## src/rtl/mem_stage.sv

```systemverilog
// mem_stage -- memory-access pipeline stage.
//   Registers the EX->MEM bus, aligns and sign/zero-extends load data returned by
//   the data SRAM, and produces the MEM->WB bus plus the MEM->EX forwarding bus.
//   Non-load instructions pass through with no added latency. A load whose data
//   has not yet arrived raises stallreq_mem until data_sram_rvalid pulses.
//
// Ports:
//   clk, rst            rising-edge clock, asynchronous active-high reset
//   stall[5:0]          pipeline stall vector; [3] holds MEM input reg, [4] holds WB input reg
//   stallreq_mem        high while a load is waiting on read data
//   ex2mem_bus          {lsu_op[6:0], data_ram_sel[7:0], sel_load, rf_we, rf_waddr[4:0],
//                        ex_result[63:0], pc[63:0], inst[31:0]}
//   data_sram_rdata     64-bit read data, qualified by data_sram_rvalid (1-cycle pulse)
//   mem2wb_bus          {rf_we, rf_waddr[4:0], rf_wdata[63:0], pc[63:0], inst[31:0], misalign}
//   mem2ex_fwd          {rf_we, rf_waddr[4:0], rf_wdata[63:0]}
//
// Configuration:
//   MEM_MISALIGN_CHK_EN  when defined, misaligned lh/lhu/lw/lwu/ld set misalign and
//                        suppress the register write on both output buses.

module mem_stage #(
    parameter int EX2MEM_WD = 182,
    parameter int MEM2WB_WD = 167,
    parameter int MEM2EX_WD = 70
) (
    input  logic                 clk,
    input  logic                 rst,
    input  logic [5:0]           stall,
    output logic                 stallreq_mem,
    input  logic [EX2MEM_WD-1:0] ex2mem_bus,
    input  logic [63:0]          data_sram_rdata,
    input  logic                 data_sram_rvalid,
    output logic [MEM2WB_WD-1:0] mem2wb_bus,
    output logic [MEM2EX_WD-1:0] mem2ex_fwd
);

    // ------------------------------------------------------------------
    // Load FSM state encoding
    // ------------------------------------------------------------------
    typedef enum logic [1:0] {
        S_IDLE = 2'd0,   // no load outstanding (or load completing this cycle)
        S_WAIT = 2'd1,   // load issued, read data not yet returned
        S_HOLD = 2'd2    // read data captured, WB stalled; replay from buffer
    } state_t;

    // ------------------------------------------------------------------
    // Input pipeline register
    // ------------------------------------------------------------------
    logic [EX2MEM_WD-1:0] ex2mem_q;
    logic [EX2MEM_WD-1:0] ex2mem_d;

    // stall[3] without stall[4] means MEM is frozen but WB moves on, so a
    // bubble is inserted; with both set the instruction is simply held.
    always_comb begin
        ex2mem_d = ex2mem_q;
        if (!stall[3]) begin
            ex2mem_d = ex2mem_bus;
        end else if (!stall[4]) begin
            ex2mem_d = '0;
        end
    end

    always_ff @(posedge clk or posedge rst) begin
        if (rst) begin
            ex2mem_q <= '0;
        end else begin
            ex2mem_q <= ex2mem_d;
        end
    end

    // ------------------------------------------------------------------
    // Field extraction
    // ------------------------------------------------------------------
    logic [6:0]  lsu_op;
    logic [7:0]  data_ram_sel;
    logic        sel_load;
    logic        rf_we;
    logic [4:0]  rf_waddr;
    logic [63:0] ex_result;
    logic [63:0] pc;
    logic [31:0] inst;

    assign {lsu_op, data_ram_sel, sel_load, rf_we, rf_waddr,
            ex_result, pc, inst} = ex2mem_q;

    // lsu_op is one-hot; any set bit marks a load.
    logic is_load;
    assign is_load = |lsu_op;

    // ------------------------------------------------------------------
    // Load FSM and read-data buffer
    // ------------------------------------------------------------------
    state_t      state_q;
    logic [63:0] rbuf_q;

    // Read data that arrives while WB is stalled would be lost after its
    // one-cycle pulse, so it is captured and replayed from rbuf_q in HOLD.
    always_ff @(posedge clk or posedge rst) begin
        if (rst) begin
            state_q <= S_IDLE;
            rbuf_q  <= '0;
        end else begin
            case (state_q)
                S_IDLE: begin
                    if (is_load) begin
                        if (!data_sram_rvalid) begin
                            state_q <= S_WAIT;
                        end else if (stall[4]) begin
                            rbuf_q  <= data_sram_rdata;
                            state_q <= S_HOLD;
                        end
                    end
                end
                S_WAIT: begin
                    if (!is_load) begin
                        // Load flushed out by a bubble; nothing left to wait for.
                        state_q <= S_IDLE;
                    end else if (data_sram_rvalid) begin
                        if (stall[4]) begin
                            rbuf_q  <= data_sram_rdata;
                            state_q <= S_HOLD;
                        end else begin
                            state_q <= S_IDLE;
                        end
                    end
                end
                S_HOLD: begin
                    if (!stall[4]) begin
                        state_q <= S_IDLE;
                    end
                end
                default: begin
                    state_q <= S_IDLE;
                end
            endcase
        end
    end

    // Stall must drop in the very cycle rvalid arrives so the pipeline can
    // advance with the combinationally-used data; hence not registered.
    assign stallreq_mem = is_load && !data_sram_rvalid && (state_q != S_HOLD);

    // Load data is usable this cycle if it is arriving now or already buffered.
    logic data_ok;
    assign data_ok = (state_q == S_HOLD) || data_sram_rvalid;

    // ------------------------------------------------------------------
    // Load data alignment and extension
    // ------------------------------------------------------------------
    logic [63:0] load_raw;
    logic [63:0] load_shift;
    logic [63:0] load_ext;

    assign load_raw   = (state_q == S_HOLD) ? rbuf_q : data_sram_rdata;
    // Byte offset within the doubleword selects the starting byte lane.
    assign load_shift = load_raw >> {ex_result[2:0], 3'b000};

    always_comb begin
        load_ext = load_shift;
        unique case (lsu_op)
            7'b100_0000: load_ext = {{56{load_shift[7]}},  load_shift[7:0]};   // lb
            7'b010_0000: load_ext = {56'd0,                load_shift[7:0]};   // lbu
            7'b001_0000: load_ext = {{48{load_shift[15]}}, load_shift[15:0]};  // lh
            7'b000_1000: load_ext = {48'd0,                load_shift[15:0]};  // lhu
            7'b000_0100: load_ext = {{32{load_shift[31]}}, load_shift[31:0]};  // lw
            7'b000_0010: load_ext = {32'd0,                load_shift[31:0]};  // lwu
            default:     load_ext = load_shift;                                // ld / non-load
        endcase
    end

    logic [63:0] rf_wdata;
    assign rf_wdata = sel_load ? load_ext : ex_result;

    // ------------------------------------------------------------------
    // Misalignment detection (optional)
    // ------------------------------------------------------------------
    logic misalign;

`ifdef MEM_MISALIGN_CHK_EN
    always_comb begin
        misalign = 1'b0;
        if ((lsu_op[4] || lsu_op[3]) && ex_result[0]) begin
            misalign = 1'b1;
        end
        if ((lsu_op[2] || lsu_op[1]) && (ex_result[1:0] != 2'b00)) begin
            misalign = 1'b1;
        end
        if (lsu_op[0] && (ex_result[2:0] != 3'b000)) begin
            misalign = 1'b1;
        end
    end
`else
    // Misaligned loads simply return the shifted data and write normally.
    assign misalign = 1'b0;
`endif

    // ------------------------------------------------------------------
    // Output buses
    // ------------------------------------------------------------------
    logic wb_we;
    logic fwd_we;

    assign wb_we  = rf_we && !misalign;
    // EX must not forward a load result that has not arrived yet.
    assign fwd_we = wb_we && (!is_load || data_ok);

    assign mem2wb_bus = {wb_we, rf_waddr, rf_wdata, pc, inst, misalign};
    assign mem2ex_fwd = {fwd_we, rf_waddr, rf_wdata};

    // Byte-lane selects and unrelated stall bits are not needed for loads.
    logic unused_sigs;
    assign unused_sigs = ^{data_ram_sel, stall[5], stall[2:0]};

endmodule

```

## config.mk

```make
export PLATFORM = sky130hd
export DESIGN_NAME = mem_stage
export DESIGN_NICKNAME = d
export VERILOG_FILES = /design/src/rtl/mem_stage.sv
export SDC_FILE = /design/constraint.sdc
export NUM_CORES = 1
export LEC_CHECK = 0
export ABC_AREA = 1
export CORE_AREA = 2 2 189 191
export CTS_BUF_LIST = sky130_fd_sc_hd__clkbuf_16
export DETAILED_ROUTE_END_ITERATION = 16
export DIE_AREA = 0 0 191 193
export PLACE_DENSITY_LB_ADDON = 0.08
export SYNTH_ARGS = -nofsm -noshare
export SYNTH_HDL_FRONTEND = slang
export SYNTH_SLANG_ARGS = --single-unit
```

## constraint.sdc

```tcl
create_clock -name clk -period 8.4 [get_ports clk]
set_input_delay 1.68 -clock clk [delete_from_list [all_inputs] [get_ports clk]]
set_output_delay 1.68 -clock clk [all_outputs]
set_load 0.03 [all_outputs]
```

# ---- Word level (Yosys, flattened, before mapping)
# Index checks and enable logic that the tools add are counted.
# W data, S select, Z words.
dict set report op_classes {
  n_eq_ne 14
  mux 13
  n_reduce_logical 12
  n_shift 1
}
# operator n
set ops {}
lappend ops {{$pmux W64 S6} 1}
lappend ops {{$mux W182} 2}
lappend ops {{$mux W64} 2}
lappend ops {{$shr A64 B6 Y64} 1}
lappend ops {{$mux W2} 7}
lappend ops {{$ne A2 B2 Y1 const B} 4}
lappend ops {{$reduce_and A4 Y1} 2}
lappend ops {{$eq A7 B2 Y1 const B} 1}
lappend ops {{$eq A7 B3 Y1 const B} 1}
lappend ops {{$eq A7 B4 Y1 const B} 1}
lappend ops {{$eq A7 B5 Y1 const B} 1}
lappend ops {{$eq A7 B6 Y1 const B} 1}
lappend ops {{$eq A7 B7 Y1 const B} 1}
lappend ops {{$reduce_or A7 Y1} 1}
lappend ops {{$ne A3 B3 Y1 const B} 2}
lappend ops {{$pmux W2 S3} 1}
lappend ops {{$logic_and A1 B1 Y1} 3}
lappend ops {{$eq A2 B1 Y1 const B} 1}
lappend ops {{$eq A2 B2 Y1 const B} 1}
lappend ops {{$logic_not A1 Y1} 2}
lappend ops {{$logic_not A2 Y1} 1}
lappend ops {{$logic_or A1 B1 Y1} 2}
lappend ops {{$reduce_or A2 Y1} 1}
dict set report word_totals {
  elab_cells 43
  register_bits 248
}

# ---- Logic depth before layout (Yosys ltp)
# Gate-level depths: netlist (run 1).
dict set report depth {
  depth_word 5
  ltp_mapped 16
  depth_no_buf 13
}

# ---- Worst setup path before layout (run 1)
# Ideal clock, no wire load.
dict set report synth_path {
  kind {in2out}
  start {input data_sram_rdata[55]}
  end {output mem2wb_bus[136]}
  cell_stages 10
  t_arrival_ns 3.189
  n_path_buf 2
  required_time_ns 6.720
  setup_slack_ns 3.531
  path_cell_list {nand2_1 nand3_1 nand3_1 nand3_1 nand3_4 nand3_4 buf_6 nor2_1 nor2_1 buf_4}
}
dict set report synth_via {
  elab_chain_len 4
}
# element line
set synth_lines {}
lappend synth_lines {{start, declared} 31} ;# input logic [63:0] data_sram_rdata,
lappend synth_lines {{$mux W64} 154} ;# assign load_raw = (state_q == S_HOLD) ? rbuf_q : data_sram_rdata;
lappend synth_lines {{$shr A64 B6 Y64} 156} ;# assign load_shift = load_raw >> {ex_result[2:0], 3'b000};
lappend synth_lines {{$pmux W64 S6} 160} ;# unique case (lsu_op)
lappend synth_lines {{$mux W64} 172} ;# assign rf_wdata = sel_load ? load_ext : ex_result;
lappend synth_lines {{end, declared} 33} ;# output logic [MEM2WB_WD-1:0] mem2wb_bus,
# No other way between the ends.

# ---- Final worst setup path (run 1)
dict set report layout_path {
  start {register ex2mem_q[98]}
  end {output mem2ex_fwd[39]}
}
dict set report layout_via {
  elab_chain_len 3
}
# element line
set layout_lines {}
lappend layout_lines {{start, declared} 49} ;# logic [EX2MEM_WD-1:0] ex2mem_q;
lappend layout_lines {{start signal, assigned} 67} ;# ex2mem_q <= ex2mem_d;
lappend layout_lines {{$shr A64 B6 Y64} 156}
lappend layout_lines {{$pmux W64 S6} 160}
lappend layout_lines {{$mux W64} 172}
lappend layout_lines {{end, declared} 34} ;# output logic [MEM2EX_WD-1:0] mem2ex_fwd
# No other way between the ends.

==> results.sh, run 1 <==
export IMPL_clock_sinks=240
export IMPL_grt_pass1_wl_um=73630
export IMPL_holdBufCountCts=0
export IMPL_final_area_um2=18870
export IMPL_async_reset_ff_frac=1.000
export IMPL_multi_input_area_um2=5632
export IMPL_tritoncts_num_buffers=29
export IMPL_core_um2=34960
export IMPL_ys_ff_latch=240
export IMPL_drive_gt1_frac=0.03411
export IMPL_clkSlewWorstSetupHoldPaths_ps=60
export IMPL_synth_area_leader_cell="dfrtp_1"
export IMPL_max_vdd_ir_drop_uv=127.3
export IMPL_min_period_ps=6282
export IMPL_drv_cap=0
export IMPL_finalSetupViolCount=0
export IMPL_crit_type="register to primary output"
export IMPL_final_max_slew_viol_count=0
export IMPL_synth_top_cells_by_area="dfrtp_1 (41%), nand3_1 (11%), o21ai_0 (9.2%)"
export IMPL_die_h_um=193
export IMPL_grt_max_degree=130
export IMPL_synthCells=1996
export IMPL_outcome="finished, final reports clean"
export IMPL_ctsResizeCount=0
export IMPL_cts_tree="done"
export IMPL_worstMarginPinSlew_ps=1154
export IMPL_routed_wl_um=48970
export IMPL_yosysWarnings=0
export IMPL_power_switching_mw=1.356
export IMPL_finalCritPeriodShare=0.7479
export IMPL_post_place_ws_ps=2341
export IMPL_synth_flop_cell="dfrtp_1"
export IMPL_synth_enable_flop_cells=0
export IMPL_nets=2463
export IMPL_finClkSkew_ps=11.45
export IMPL_grt_total_usage=0.2572
export IMPL_mappedNetlistArea_um2=14510
export IMPL_utilization=0.5398
export IMPL_crit_path_max_incr_delay_ps=1010
export IMPL_fmax_ghz=0.1592
export IMPL_yosysUniqueCellTypes=38
export IMPL_dr_pass1_iters=6
export IMPL_p_clk_frac=0.303
export IMPL_die_w_um=191
export IMPL_grt_pass1_vias=12900
export IMPL_grt_antenna_before_repair=6
export IMPL_root_buffer="clkbuf_16"
export IMPL_fillers=3444
export IMPL_drtIter0Drc=947
export IMPL_crit_top_cell="nor2_1"
export IMPL_intPower_mw=2.417
export IMPL_worstSkewPairLatency_ps=550
export IMPL_worstPathRequired_ps=6720
export IMPL_setup_tns_ps=0
export IMPL_ys_top_cells_by_count="nand3_1 (322), nand2_1 (317), o21ai_0 (267)"
export IMPL_drc=0
export IMPL_drtAntennaViolNets=0
export IMPL_cts_buffer_depth=3
export IMPL_crit_path_end_kind="primary output"
export IMPL_startpoint="ex2mem_q[98]"
export IMPL_hp_start="rbuf_q[30]"
export IMPL_combPwrFrac=0.332
export IMPL_setup_slack_ps=2118
export IMPL_dieArea_um2=36860
export IMPL_ys_seq_area_frac=0.4139
export IMPL_rsz0062_at_grt="no"
export IMPL_initial_utilization=0.4150
export IMPL_num_vias=13440
export IMPL_p_leak_nw=8.883
export IMPL_ios=493
export IMPL_power_mw=3.773
export IMPL_crit_chain="clkinv_1 -> nand4_2 -> o21ai_0 -> nor2_1 -> nor2_1 -> clkdlybuf4s50_1"
export IMPL_register_area_um2=6011
export IMPL_power_density_nw_per_um2=199.9
export IMPL_post_cts_setup_buffers=0
export IMPL_cp_slowest_cell="clkinv_1"
export IMPL_io_buffers=479
export IMPL_viasPerCell=4.989
export IMPL_yosysMostFrequentCell="nand3_1"
export IMPL_netSwitchingFraction=0.3595
export IMPL_p_seq_frac=0.365
export IMPL_r2r_start="ex2mem_q[98]"
export IMPL_h_tree_depth=1
export IMPL_worst_setup_path_start_kind="register"
export IMPL_synth_top_area_frac=0.4139
export IMPL_relSlewSlack=0.2309
export IMPL_gp_congestion=0.8776
export IMPL_grt_overflow=0
export IMPL_syn_nets=2251
export IMPL_avgSynthCellArea_um2=7.270
export IMPL_hold_path_class="register to register"
export IMPL_dpl_cell_area_um2=18020
export IMPL_dp_hpwl_um=35930
export IMPL_fp_row_count=69
export IMPL_areaGrowthSynthToFinish_pct=30.08
export IMPL_cp_max_fo=32
export IMPL_arrival_ps=4600
export IMPL_hold_viol=0
export IMPL_route_detailed_wl_per_inst_um=18.18
-- placed cells by master (no fill, tap or decap), types with 4 or more instances in the layout --
cell	netlist	final
clkdlybuf4s50_1	0	477
nand3_1	322	322
nand2_1	317	317
o21ai_0	267	267
inv_1	242	246
dfrtp_1	240	238
nor2_1	177	177
clkbuf_16	0	29
o21ai_1	25	25
a21oi_1	18	18
and2_1	16	16
clkinv_1	2	13
o22ai_1	12	12
mux2_2	10	10
o211ai_1	9	9
buf_4	174	8
o31ai_1	5	5
clkinv_2	0	5
diode_2	0	4
a211oi_1	4	4
-- cell families after synthesis --
family	synth area share
buffers and inverters	0.1980
and+or+nand+nor	0.2559
other	0.0002584
DFF	0.4139
AOI/OAI and AO/OA	0.1242
muxes	0.007761
-- area by class of cell --
class,count,area share
timing repair buffer,487,0.2575
clock inverter,22,0.006099
clock buffer,29,0.03845
antenna,4,0.0005303
tap,461,0.03056
multi-input combinational,1202,0.2984
sequential,240,0.3185
inverter,248,0.04998
-- registers in the layout (all words and copies together) (netlist names) --
register,flops
rbuf_q,64
ex2mem_q,174
state_q,2
-- critical path, delay by kind of cell (launching register included) --
| kind | cells | cell delay, ps |
|---|---|---|
| compound gates | 1 | 320 |
| simple gates | 3 | 1150 |
| buf+inv | 2 | 1610 |
| flops | 1 | 970 |
-- final timing paths --
| kind | cells after the start | slack (ps) | to |
|---|---|---|---|
| setup / recovery | 6 | 2120 | mem2ex_fwd[39] |
| hold / removal | 2 | 480 | rbuf_q[30] |
| setup reg to reg | 2 | 5980 | ex2mem_q[98] |
| hold reg to reg | 2 | 480 | rbuf_q[30] |
| max in group asynchronous | 3 | 5070 | ex2mem_q[166] |
| min in group asynchronous | 2 | 1650 | ex2mem_q[6] |
-- power groups by stage --
stage               combinational (mW)  clock [mW]  sequential, mW
floorplan                        0.869           0            1.36
global placement                  1.25           0            1.39
detailed placement                1.26           0            1.40
CTS                               1.26        1.17            1.38
global route                      1.36        1.21            1.40
finish                            1.25        1.14            1.38
-- per-layer routing --
layer	part of all wire	global-route usage	vias to the layer above
met5	0.00057	0	-
met4	0.024	0.06619	4
met3	0.073	0.05683	78
met2	0.49	0.4463	460
met1	0.41	0.3246	6257
li1	-	-	6637
-- through the flow --
step | hold WS, ps | instances
final | 481.0 | 2693
after detailed placement | 469.2 | 2638
after CTS | 482.9 | 2689
after global placement | 463.9 | 2638
after floorplan | 447.9 | 1996
after global routing | 499.7 | 2689
No activity file was read; power rests on OpenSTA's default activity.
==> run 2, diff against run 1 <==
--- a/config.mk
+++ b/config.mk
@@ -6,10 +6,10 @@
 export NUM_CORES = 1
 export LEC_CHECK = 0
 export ABC_AREA = 1
-export CORE_AREA = 2 2 189 191
+export CORE_AREA = 2 2 191 193
 export CTS_BUF_LIST = sky130_fd_sc_hd__clkbuf_16
 export DETAILED_ROUTE_END_ITERATION = 16
-export DIE_AREA = 0 0 191 193
+export DIE_AREA = 0 0 193 195
 export PLACE_DENSITY_LB_ADDON = 0.08
 export SYNTH_ARGS = -nofsm -noshare
 export SYNTH_HDL_FRONTEND = slang
==> constraint.sdc (replaced) <==
create_clock -name clk -period 5.8 [get_ports clk]
set_input_delay 1.16 -clock clk [delete_from_list [all_inputs] [get_ports clk]]
set_output_delay 1.16 -clock clk [all_outputs]
set_load 0.03 [all_outputs]
==> run 2 against run 1 <==
- setup slack worse by 1500 ps
- sequential share of layout area down 0.21 points
- clock skew is 0.96 ps higher
- count of clock-buffer cells in the layout unchanged
- critical path type unchanged
- non-clock buffer count increased by 7
- via count rose by 0.62%
- combinational power is 47% higher
- die area grew 2.1%
- critical path depth increased by 2
- clock power increased by 54%
- worst hold slack got worse by 3.9 ps
- final cell count increased by 0.30%
- critical endpoint is now mem2ex_fwd[16]
==> results.sh, run 2 (synthesized netlist as in run 1, its figures left out) <==
export IMPL_setup_tns_ps=0
export IMPL_cp_slowest_cell="dfrtp_1"
export IMPL_cts_tree="done"
export IMPL_worst_setup_path_start_kind="register"
export IMPL_io_buffers=479
export IMPL_crit_chain="clkinv_1 -> buf_4 -> nand3_1 -> nand3_1 -> nand2_1 -> nor2_1 -> nor2_1 -> clkdlybuf4s50_1"
export IMPL_grt_antenna_before_repair=5
export IMPL_ctsResizeCount=0
export IMPL_initial_utilization=0.4099
export IMPL_worstMarginPinSlew_ps=1059
export IMPL_power_density_nw_per_um2=293.5
export IMPL_grtUsageMet2=0.4511
export IMPL_reg2reg_to="rbuf_q[63]"
export IMPL_holdWs_ps=477.1
export IMPL_clkSlewWorstSetupHoldPaths_ps=60
export IMPL_top_usage_layer="met2"
export IMPL_holdBufCountCts=0
export IMPL_root_buffer="clkbuf_16"
export IMPL_p_leak_nw=8.950
export IMPL_dieArea_um2=37640
export IMPL_fp_row_count=69
export IMPL_largest_reg_flops=174
export IMPL_worstPathRequired_ps=4640
export IMPL_min_path_cells=2
export IMPL_die_h_um=195
export IMPL_grt_pass1_vias=13210
export IMPL_areaGrowthSynthToFinish_pct=30.93
export IMPL_clock_sinks=240
export IMPL_drtAntennaViolNets=0
export IMPL_rsz0062_at_grt="no"
export IMPL_startpoint="ex2mem_q[98]"
export IMPL_grt_total_usage=0.2610
export IMPL_routed_wl_um=49620
export IMPL_min_period_ps=5197
export IMPL_fmax_ghz=0.1924
export IMPL_worstSkewPairLatency_ps=560
export IMPL_dp_hpwl_um=36760
export IMPL_stdcell_count=2701
export IMPL_h_tree_depth=1
export IMPL_fillers=3488
export IMPL_drtIter0Drc=918
export IMPL_crit_type="register to primary output"
export IMPL_grt_overflow=0
export IMPL_top_regs="ex2mem_q x174, rbuf_q x64, state_q x2"
export IMPL_hp_start="rbuf_q[4]"
export IMPL_viasPerCell=5.005
export IMPL_core_um2=35400
export IMPL_route_detailed_wl_per_inst_um=18.37
export IMPL_cts_buffer_depth=3
export IMPL_crit_path_end_kind="primary output"
export IMPL_arrival_ps=4040
export IMPL_hold_viol=0
export IMPL_ff2ff_path_depth=7
export IMPL_hold_path_class="register to register"
export IMPL_final_area_um2=19000
export IMPL_max_vdd_ir_drop_uv=264.4
export IMPL_drive_gt1_frac=0.03889
export IMPL_dpl_cell_area_um2=18080
export IMPL_cp_max_fo=29
export IMPL_gp_congestion=0.9393
export IMPL_r2r_setup_slack_ps=3450
export IMPL_r2r_start="ex2mem_q[181]"
export IMPL_holdPathEnd="rbuf_q[4]"
export IMPL_power_mw=5.576
export IMPL_nets=2470
export IMPL_die_w_um=193
export IMPL_dr_pass1_iters=7
export IMPL_cp_top_family="buffers and inverters"
export IMPL_post_cts_setup_buffers=0
export IMPL_drc=0
export IMPL_top_register="ex2mem_q"
export IMPL_drv_cap=0
export IMPL_grt_use_met3=0.05715
export IMPL_outcome="finished, final reports clean"
export IMPL_crit_path_max_incr_delay_ps=1010
export IMPL_grt_pass1_wl_um=75840
export IMPL_met1_usage=0.3268
export IMPL_ios=493
export IMPL_finClkSkew_ps=12.41
export IMPL_path_buf_inv=3
export IMPL_grt_max_degree=177
export IMPL_tritoncts_num_buffers=29
export IMPL_dp_cells=2645
export IMPL_relSlewSlack=0.2940
export IMPL_final_common_cell="clkdlybuf4s50_1"
export IMPL_finalSetupViolCount=0
export IMPL_final_max_slew_viol_count=0
export IMPL_mostFrequentLayoutCells="clkdlybuf4s50_1 (477), nand3_1 (322), nand2_1 (317)"
export IMPL_finalCritPeriodShare=0.8960
export IMPL_num_vias=13520
-- run 2: cell type report --
type	count	area [um2]	area share
timing repair buffer	494	4922	0.2591
clock inverter	24	183.9	0.009681
antenna	3	7.507	0.0003952
tap	461	576.8	0.03036
inverter	248	939.7	0.04946
clock buffer	29	725.7	0.03820
sequential	240	6011	0.3164
multi-input combinational	1202	5632	0.2964
-- run 2: worst register-to-register path, cell delays in order (launching register included) --
cell     delay, ps
dfrtp_1        380
inv_1          150
nand2_2        110
nor2_2         140
nand2_1        130
nand4_1        100
buf_4          790
mux2_2         440
-- run 2: worst max path at each step --
stage                           endpoint  slack, ps  depth (start not counted)
after floorplan              ex2mem_q[0]       1490                          1
after global placement    mem2ex_fwd[63]        860                         10
after detailed placement  mem2ex_fwd[63]        820                         10
after CTS                 mem2ex_fwd[63]        630                          7
after global routing      mem2ex_fwd[47]        380                          6
final                     mem2ex_fwd[16]        600                          8
-- run 2: stage by stage --
step,utilization,setup slack (ps)
after floorplan,-,1492
after global placement,0.5108,864.5
after detailed placement,0.5108,823.3
after CTS,0.5365,634.5
after global routing,0.5365,379.7
final,0.5367,603.3
-- run 2: layer usage --
metal,part of all wire,routed length [um],vias up
li1,-,-,6671
met2,0.49,24520,454
met3,0.073,3618,75
met5,0.00054,27,-
met1,0.41,20140,6315
met4,0.026,1308,4
-- run 2: where the power goes --
| group | internal, mW | switching [mW] | total (mW) |
|---|---|---|---|
| sequential | 1.87 | 0.113 | 1.98 |
| combinational | 0.701 | 1.13 | 1.84 |
| clock | 1.03 | 0.729 | 1.76 |
==> run 3, diff against run 2 <==
--- a/config.mk
+++ b/config.mk
@@ -6,6 +6,7 @@
 export NUM_CORES = 1
 export LEC_CHECK = 0
 export ABC_AREA = 1
+export CAP_MARGIN = 20
 export CORE_AREA = 2 2 191 193
 export CTS_BUF_LIST = sky130_fd_sc_hd__clkbuf_16
 export DETAILED_ROUTE_END_ITERATION = 16
==> results of run 3 <==
Same layout as run 2: the final DEF is identical, and so are final timing and power.
